<file path="config.mk">
export PLATFORM = sky130hd
export DESIGN_NAME = core_piplsu
export DESIGN_NICKNAME = d
export VERILOG_FILES = /design/src/rtl/core_piplsu.sv
export SDC_FILE = /design/constraint.sdc
export NUM_CORES = 1
export LEC_CHECK = 0
export CAP_MARGIN = 20
export CORE_UTILIZATION = 52
export CTS_BUF_LIST = sky130_fd_sc_hd__clkbuf_8
export DETAILED_ROUTE_END_ITERATION = 8
export PLACE_DENSITY = 0.88
export SYNTH_ARGS = -nofsm -noshare
export SYNTH_HDL_FRONTEND = slang
export SYNTH_SLANG_ARGS = --single-unit
</file>
<file path="constraint.sdc">
create_clock -name iCLK -period 3.82 [get_ports iCLK]
set_input_delay 0.764 -clock iCLK [delete_from_list [all_inputs] [get_ports iCLK]]
set_output_delay 0.764 -clock iCLK [all_outputs]
set_load 0.005 [all_outputs]
</file>
<file path="src/rtl/core_piplsu.sv">
// rtl/core_piplsu.sv - load/store access stage: DCache req/ack, byte lanes, ack watchdog
// Optional feature macro: KAYRV32_MISALIGN_TRAP_EN (misaligned ops trap instead of force-align)

`ifndef OP_LB
`define OP_LB  5'd1
`endif
`ifndef OP_LH
`define OP_LH  5'd2
`endif
`ifndef OP_LW
`define OP_LW  5'd3
`endif
`ifndef OP_LBU
`define OP_LBU 5'd4
`endif
`ifndef OP_LHU
`define OP_LHU 5'd5
`endif
`ifndef OP_SB
`define OP_SB  5'd6
`endif
`ifndef OP_SH
`define OP_SH  5'd7
`endif
`ifndef OP_SW
`define OP_SW  5'd8
`endif

module core_piplsu #(
  parameter int TMO_W      = 8,
  parameter int TMO_CYCLES = 255
) (
  input  logic        iCLK,
  input  logic        iRST,
  input  logic        iValid,
  input  logic [4:0]  iDecodedOP,
  input  logic [31:0] iAddr,
  input  logic [31:0] iStoreDATA,
  input  logic [4:0]  iDregADDR,
  output logic        oStall,
  output logic        oDCacheREQ,
  output logic        oDCacheWE,
  output logic [31:0] oDCacheADDR,
  output logic [3:0]  oDCacheBE,
  output logic [31:0] oDCacheWDATA,
  input  logic        iDCacheACK,
  input  logic [31:0] iDCacheRDATA,
  output logic [4:0]  oDregADDR,
  output logic [31:0] oDregDATA,
  output logic        oRW,
  output logic        oValid,
  output logic        oBusErr
`ifdef KAYRV32_MISALIGN_TRAP_EN
  ,
  output logic        oMisalign
`endif
);

  typedef enum logic [1:0] {IDLE, REQ, DONE, ERR} state_t;

  state_t state, stateNext;

  logic inMem, inLoad, inStore, inByte, inHalf, inWord;
  logic [1:0]  aEff;
  logic [3:0]  beNext;
  logic [31:0] wdataNext;
  logic        accept;
  logic        trapNow;

  logic        loadReg, byteReg, halfReg;
  logic [1:0]  aReg;
  logic [31:0] sdReg;
  logic [4:0]  rdReg;
  logic [TMO_W-1:0] cnt;
  logic        terminal;
  logic [31:0] shifted, loadData;

`ifdef KAYRV32_MISALIGN_TRAP_EN
  logic misReg;
`endif

  // Decode the incoming op into access class and direction
  always_comb begin
    inMem = 1'b1; inLoad = 1'b0; inStore = 1'b0;
    inByte = 1'b0; inHalf = 1'b0; inWord = 1'b0;
    case (iDecodedOP)
      `OP_LB, `OP_LBU: begin inLoad = 1'b1; inByte = 1'b1; end
      `OP_LH, `OP_LHU: begin inLoad = 1'b1; inHalf = 1'b1; end
      `OP_LW:          begin inLoad = 1'b1; inWord = 1'b1; end
      `OP_SB:          begin inStore = 1'b1; inByte = 1'b1; end
      `OP_SH:          begin inStore = 1'b1; inHalf = 1'b1; end
      `OP_SW:          begin inStore = 1'b1; inWord = 1'b1; end
      default:         inMem = 1'b0;
    endcase
  end

  // Lane selection: halves and words are force-aligned to their natural boundary
  always_comb begin
    aEff      = iAddr[1:0];
    beNext    = 4'b0001 << iAddr[1:0];
    wdataNext = {4{iStoreDATA[7:0]}};
    if (inHalf) begin
      aEff      = {iAddr[1], 1'b0};
      beNext    = iAddr[1] ? 4'b1100 : 4'b0011;
      wdataNext = {2{iStoreDATA[15:0]}};
    end else if (inWord) begin
      aEff      = 2'b00;
      beNext    = 4'b1111;
      wdataNext = iStoreDATA;
    end
    if (inLoad) wdataNext = 32'h0;
  end

  assign accept = (state == IDLE) && iValid && inMem;

`ifdef KAYRV32_MISALIGN_TRAP_EN
  assign trapNow = (inHalf && iAddr[0]) || (inWord && (iAddr[1:0] != 2'b00));
`else
  assign trapNow = 1'b0;
`endif

  assign terminal = (cnt == TMO_W'(TMO_CYCLES - 1));

  // Right-align the read word and clear lanes above the access size
  always_comb begin
    shifted  = iDCacheRDATA >> {aReg, 3'b000};
    loadData = shifted;
    if (byteReg)      loadData = {24'h0, shifted[7:0]};
    else if (halfReg) loadData = {16'h0, shifted[15:0]};
  end

  // State register
  always_ff @(posedge iCLK) begin
    if (iRST) state <= IDLE;
    else      state <= stateNext;
  end

  // Next-state and state-decoded outputs
  always_comb begin
    stateNext  = state;
    oStall     = 1'b0;
    oDCacheREQ = 1'b0;
    oValid     = 1'b0;
    oBusErr    = 1'b0;
    case (state)
      IDLE: begin
        if (accept) begin
          oStall    = 1'b1;
          stateNext = trapNow ? DONE : REQ;
        end
      end
      REQ: begin
        oStall     = 1'b1;
        oDCacheREQ = 1'b1;
        if (iDCacheACK)    stateNext = DONE;
        else if (terminal) stateNext = ERR;
      end
      DONE: begin
        oValid    = 1'b1;
        stateNext = IDLE;
      end
      ERR: begin
        oValid    = 1'b1;
        oBusErr   = 1'b1;
        stateNext = IDLE;
      end
      default: stateNext = IDLE;
    endcase
  end

`ifdef KAYRV32_MISALIGN_TRAP_EN
  assign oMisalign = (state == DONE) && misReg;
`endif

  // Operation capture, watchdog counter and MA-facing result registers
  always_ff @(posedge iCLK) begin
    if (iRST) begin
      loadReg      <= 1'b0;
      byteReg      <= 1'b0;
      halfReg      <= 1'b0;
      aReg         <= 2'b00;
      sdReg        <= 32'h0;
      rdReg        <= 5'h0;
      cnt          <= '0;
      oDCacheWE    <= 1'b0;
      oDCacheADDR  <= 32'h0;
      oDCacheBE    <= 4'h0;
      oDCacheWDATA <= 32'h0;
      oDregADDR    <= 5'h0;
      oDregDATA    <= 32'h0;
      oRW          <= 1'b0;
`ifdef KAYRV32_MISALIGN_TRAP_EN
      misReg       <= 1'b0;
`endif
    end else begin
      if (accept) begin
        loadReg      <= inLoad;
        byteReg      <= inByte;
        halfReg      <= inHalf;
        aReg         <= aEff;
        sdReg        <= iStoreDATA;
        rdReg        <= iDregADDR;
        cnt          <= '0;
        oDCacheWE    <= inStore;
        oDCacheADDR  <= {iAddr[31:2], 2'b00};
        oDCacheBE    <= beNext;
        oDCacheWDATA <= wdataNext;
`ifdef KAYRV32_MISALIGN_TRAP_EN
        misReg       <= trapNow;
`endif
        if (trapNow) begin
          oDregADDR <= iDregADDR;
          oDregDATA <= 32'h0;
          oRW       <= inLoad;
        end
      end else if (state == REQ) begin
        if (iDCacheACK) begin
          oDregADDR <= rdReg;
          oDregDATA <= loadReg ? loadData : sdReg;
          oRW       <= loadReg;
        end else if (terminal) begin
          oDregADDR <= rdReg;
          oDregDATA <= 32'h0;
          oRW       <= loadReg;
        end else begin
          cnt <= cnt + 1'b1;
        end
      end
    end
  end

endmodule

</file>
==> run metrics, run 1 <==
Worst Skew 0.0134 ns; Syn. warnings 0; via/cell ratio 5.55; post-layout minimum cycle time 3.34 ns; crit path DAT 2.58 ns; Worst path top cell family by delay buffers and inverters; critical path launch point iDecodedOP[0]; placer congestion estimate 0.846; Register-to-Register Path Depth 5; dpl ws 0.482 ns; Fmax achieved 299 MHz; grt total ovfl 0; First DRT Iteration DRCs 686; Worst slew margin 42.2%; type of the worst setup path in -> out; clk_lat worst skew 0.45 ns; Reg-to-Reg Start state[1]; critical path cell sequence clkdlybuf4s50_1 > or4_1 > nand3_2 > nand2_1 > clkdlybuf4s50_1; post-CTS sizing 0; placed insts 1102; slowest stage delay, CP 0.61 ns; worst-path fanout max 10; Initial DRT Pass Iterations 5; Post-CTS Hold Buffers 0; Synth Register Bits 157; Top FF cell, synth dfxtp_1; register area share after synthesis 45.7%; I/O pins 221; post-route ant nets 0; VDD IR max 0.238 mV; Crit-path slowest cell or4_1; layout cell share with drive strength beyond 1 7.59%; RSZ-0062 raised after global routing false; DP HPWL 13.8 mm; die area 13700 µm²; TritonCTS buffer count 17; CTS tree done; Post-layout nets 1061; Post-CTS Setup Bufs 0; Setup crit end kind output pin; Tot GR Track Use 28.4%; vias post-DR 6298; Die Wd 117 µm; area grow syn2layout 37.0%; area of the mapped netlist 6880 µm²; TNS Setup 0 ns; DRC viols 0; Syn Inst Count 762; Leak Pwr 3.17 nW; worst-case clock buffer depth 2; initial antenna violation count 0; R2R setup slack 1.56 ns; maxcap violations 0; final hold vios 0; WP depth 5; largest net degree at the start of global routing 78; Worst path most repeated cell clkdlybuf4s50_1; CORE AREA 12800 µm²; Routed WL per cell 17.3 µm; Final Cycle Share 87.5%; Pwr Density 366 nW/µm²; min-delay worst type reg -> reg; wirelength, routed 19.6 mm; CP Launch Type input port; Mean Syn Cell Area 9.03 µm²; Post-synth EDFFs 0; vias in the first global route 5669; clk slew on worst S/H paths 0.08 ns; global-route wire length before repair 29.7 mm; Pins Over Slew Limit 0; Setup crit end oStall; fin worst setup slack 0.476 ns; clock root buffer clkbuf_8; Async SR Flop Fraction 0%; CP Buf/Inv Count 2; n_diodes 0; Max H-tree Level 4; actual slew at the worst max-slew pin 0.867 ns; Finished Layout Cells 1134; initial core utilization 53.9%; Port Buffer Count 218; die height 117 µm; fin util 73.8%; Netlist cell types 57; Fill cells 950; clock sink count 157; worst path required time 3.06 ns; Setup Viol. Count Final 0; Cell Rows 41; Critical R2R Capture oDCacheWDATA[3]; outcome finished clean
-- routing by layer --
layer	vias to the layer above	part of all wire [%]	global-route usage, %
met1	2974	46	39.6
met2	230	46	44.1
met4	0	2.1	9.45
li1	3065	-	-
met3	29	6.4	5.77
met5	-	0	0
-- per-stage QoR --
stage                     power, mW  hold WS, ns  cell area [µm²]
after CTS                      3.46        0.456             9430
final                          3.45        0.455             9430
after floorplan                1.96        0.432             6890
after global placement         2.19        0.434             9020
after detailed placement       2.19        0.441             9020
after global routing           3.58        0.467             9430
-- worst register-to-register path, stage by stage (launching register included) --
cell and delay [ns]:
dfxtp_1 0.37, nor4b_1 0.44, nand3_2 0.18, buf_4 0.33, nor3_2 0.67, a22o_1 0.24
-- area by class of cell --
cell class	instances	area, µm²	share of cell area, %
clock buffers	18	248	2.63
clock inverters	14	168	1.78
inverters	18	67.6	0.716
multi-input cells	521	3290	34.9
flip-flops and latches	157	3140	33.3
well taps	172	215	2.28
repair buffers	234	2300	24.4
-- cell usage in the layout, fill, tap and decap left out, drive strengths merged, types with 5 or more instances in the layout --
master,instances
clkdlybuf4s50,217
dfxtp,157
nand2,151
a21oi,96
mux2i,57
o2bb2ai,32
o21ai,31
inv,20
clkbuf,18
a22o,17
buf,17
o22ai,16
nor2b,12
nor2,11
nor3b,10
nand3,10
a2bb2oi,8
a222oi,8
clkinv,6
nand2b,5
xor2,5
nand3b,5
and2,5
-- flip-flops by register name, summed over array words and instances (netlist names) --
name,count
aReg,2
byteReg,1
cnt,8
halfReg,1
loadReg,1
oDCacheADDR,30
oDCacheBE,4
oDCacheWDATA,32
oDCacheWE,1
oDregADDR,5
oDregDATA,32
oRW,1
rdReg,5
sdReg,32
state,2
-- Yosys cell counts (all sizes together), types with 5 or more instances --
cell type / n / area share, %
nand2b: 5 / 0.45
nor3b: 10 / 1.1
nand2: 151 / 8.2
o22ai: 16 / 1.5
and2: 5 / 0.45
a222oi: 8 / 1.2
o21ai: 31 / 2.3
nand3b: 5 / 0.55
a22o: 17 / 2.2
inv: 18 / 0.98
nor2b: 12 / 1.1
nand3: 10 / 0.73
buf: 33 / 3.8
a2bb2oi: 8 / 1.0
xor2: 5 / 0.64
a21oi: 96 / 7.0
mux2i: 57 / 8.3
dfxtp: 157 / 46
o2bb2ai: 32 / 5.3
clkbuf: 34 / 1.9
nor2: 11 / 0.84
-- worst min path at each step --
stage,startpoint,to,slack [ns],depth (start not counted)
finish,oDCacheWE,oDCacheWE,0.46,1
global route,sdReg[26],sdReg[26],0.47,2
CTS,sdReg[26],sdReg[26],0.46,2
detailed placement,oDCacheWE,oDCacheWE,0.44,1
global placement,oDCacheWE,oDCacheWE,0.43,1
floorplan,sdReg[24],sdReg[24],0.43,2
-- report_power, final --
part	switching [mW]	internal, mW	leakage (nW)
sequential	0.0301	1.68	1.27
clock	0.625	0.664	0.205
combinational	0.214	0.238	1.70
-- cell families (layout without fill, tap and decap cells) --
group	Yosys count	in the layout	share of synthesized area, %
AOI/OAI and AO/OA	227	227	22.8
xor gates and xnor gates	6	6	0.763
adders and majority gates	2	2	0.363
buffers and inverters	85	284	6.67
DFF	157	157	45.7
muxes	58	58	8.45
other	1	2	0.0545
and+or+nand+nor	226	226	15.2
(Power assumes the default switching activity.)
==> run 2, diff against run 1 <==
- CTS_CLUSTER_DIAMETER: unset -> 80
==> results of run 2 <==
The final DEF is identical to that of run 1; final timing and power are the same.
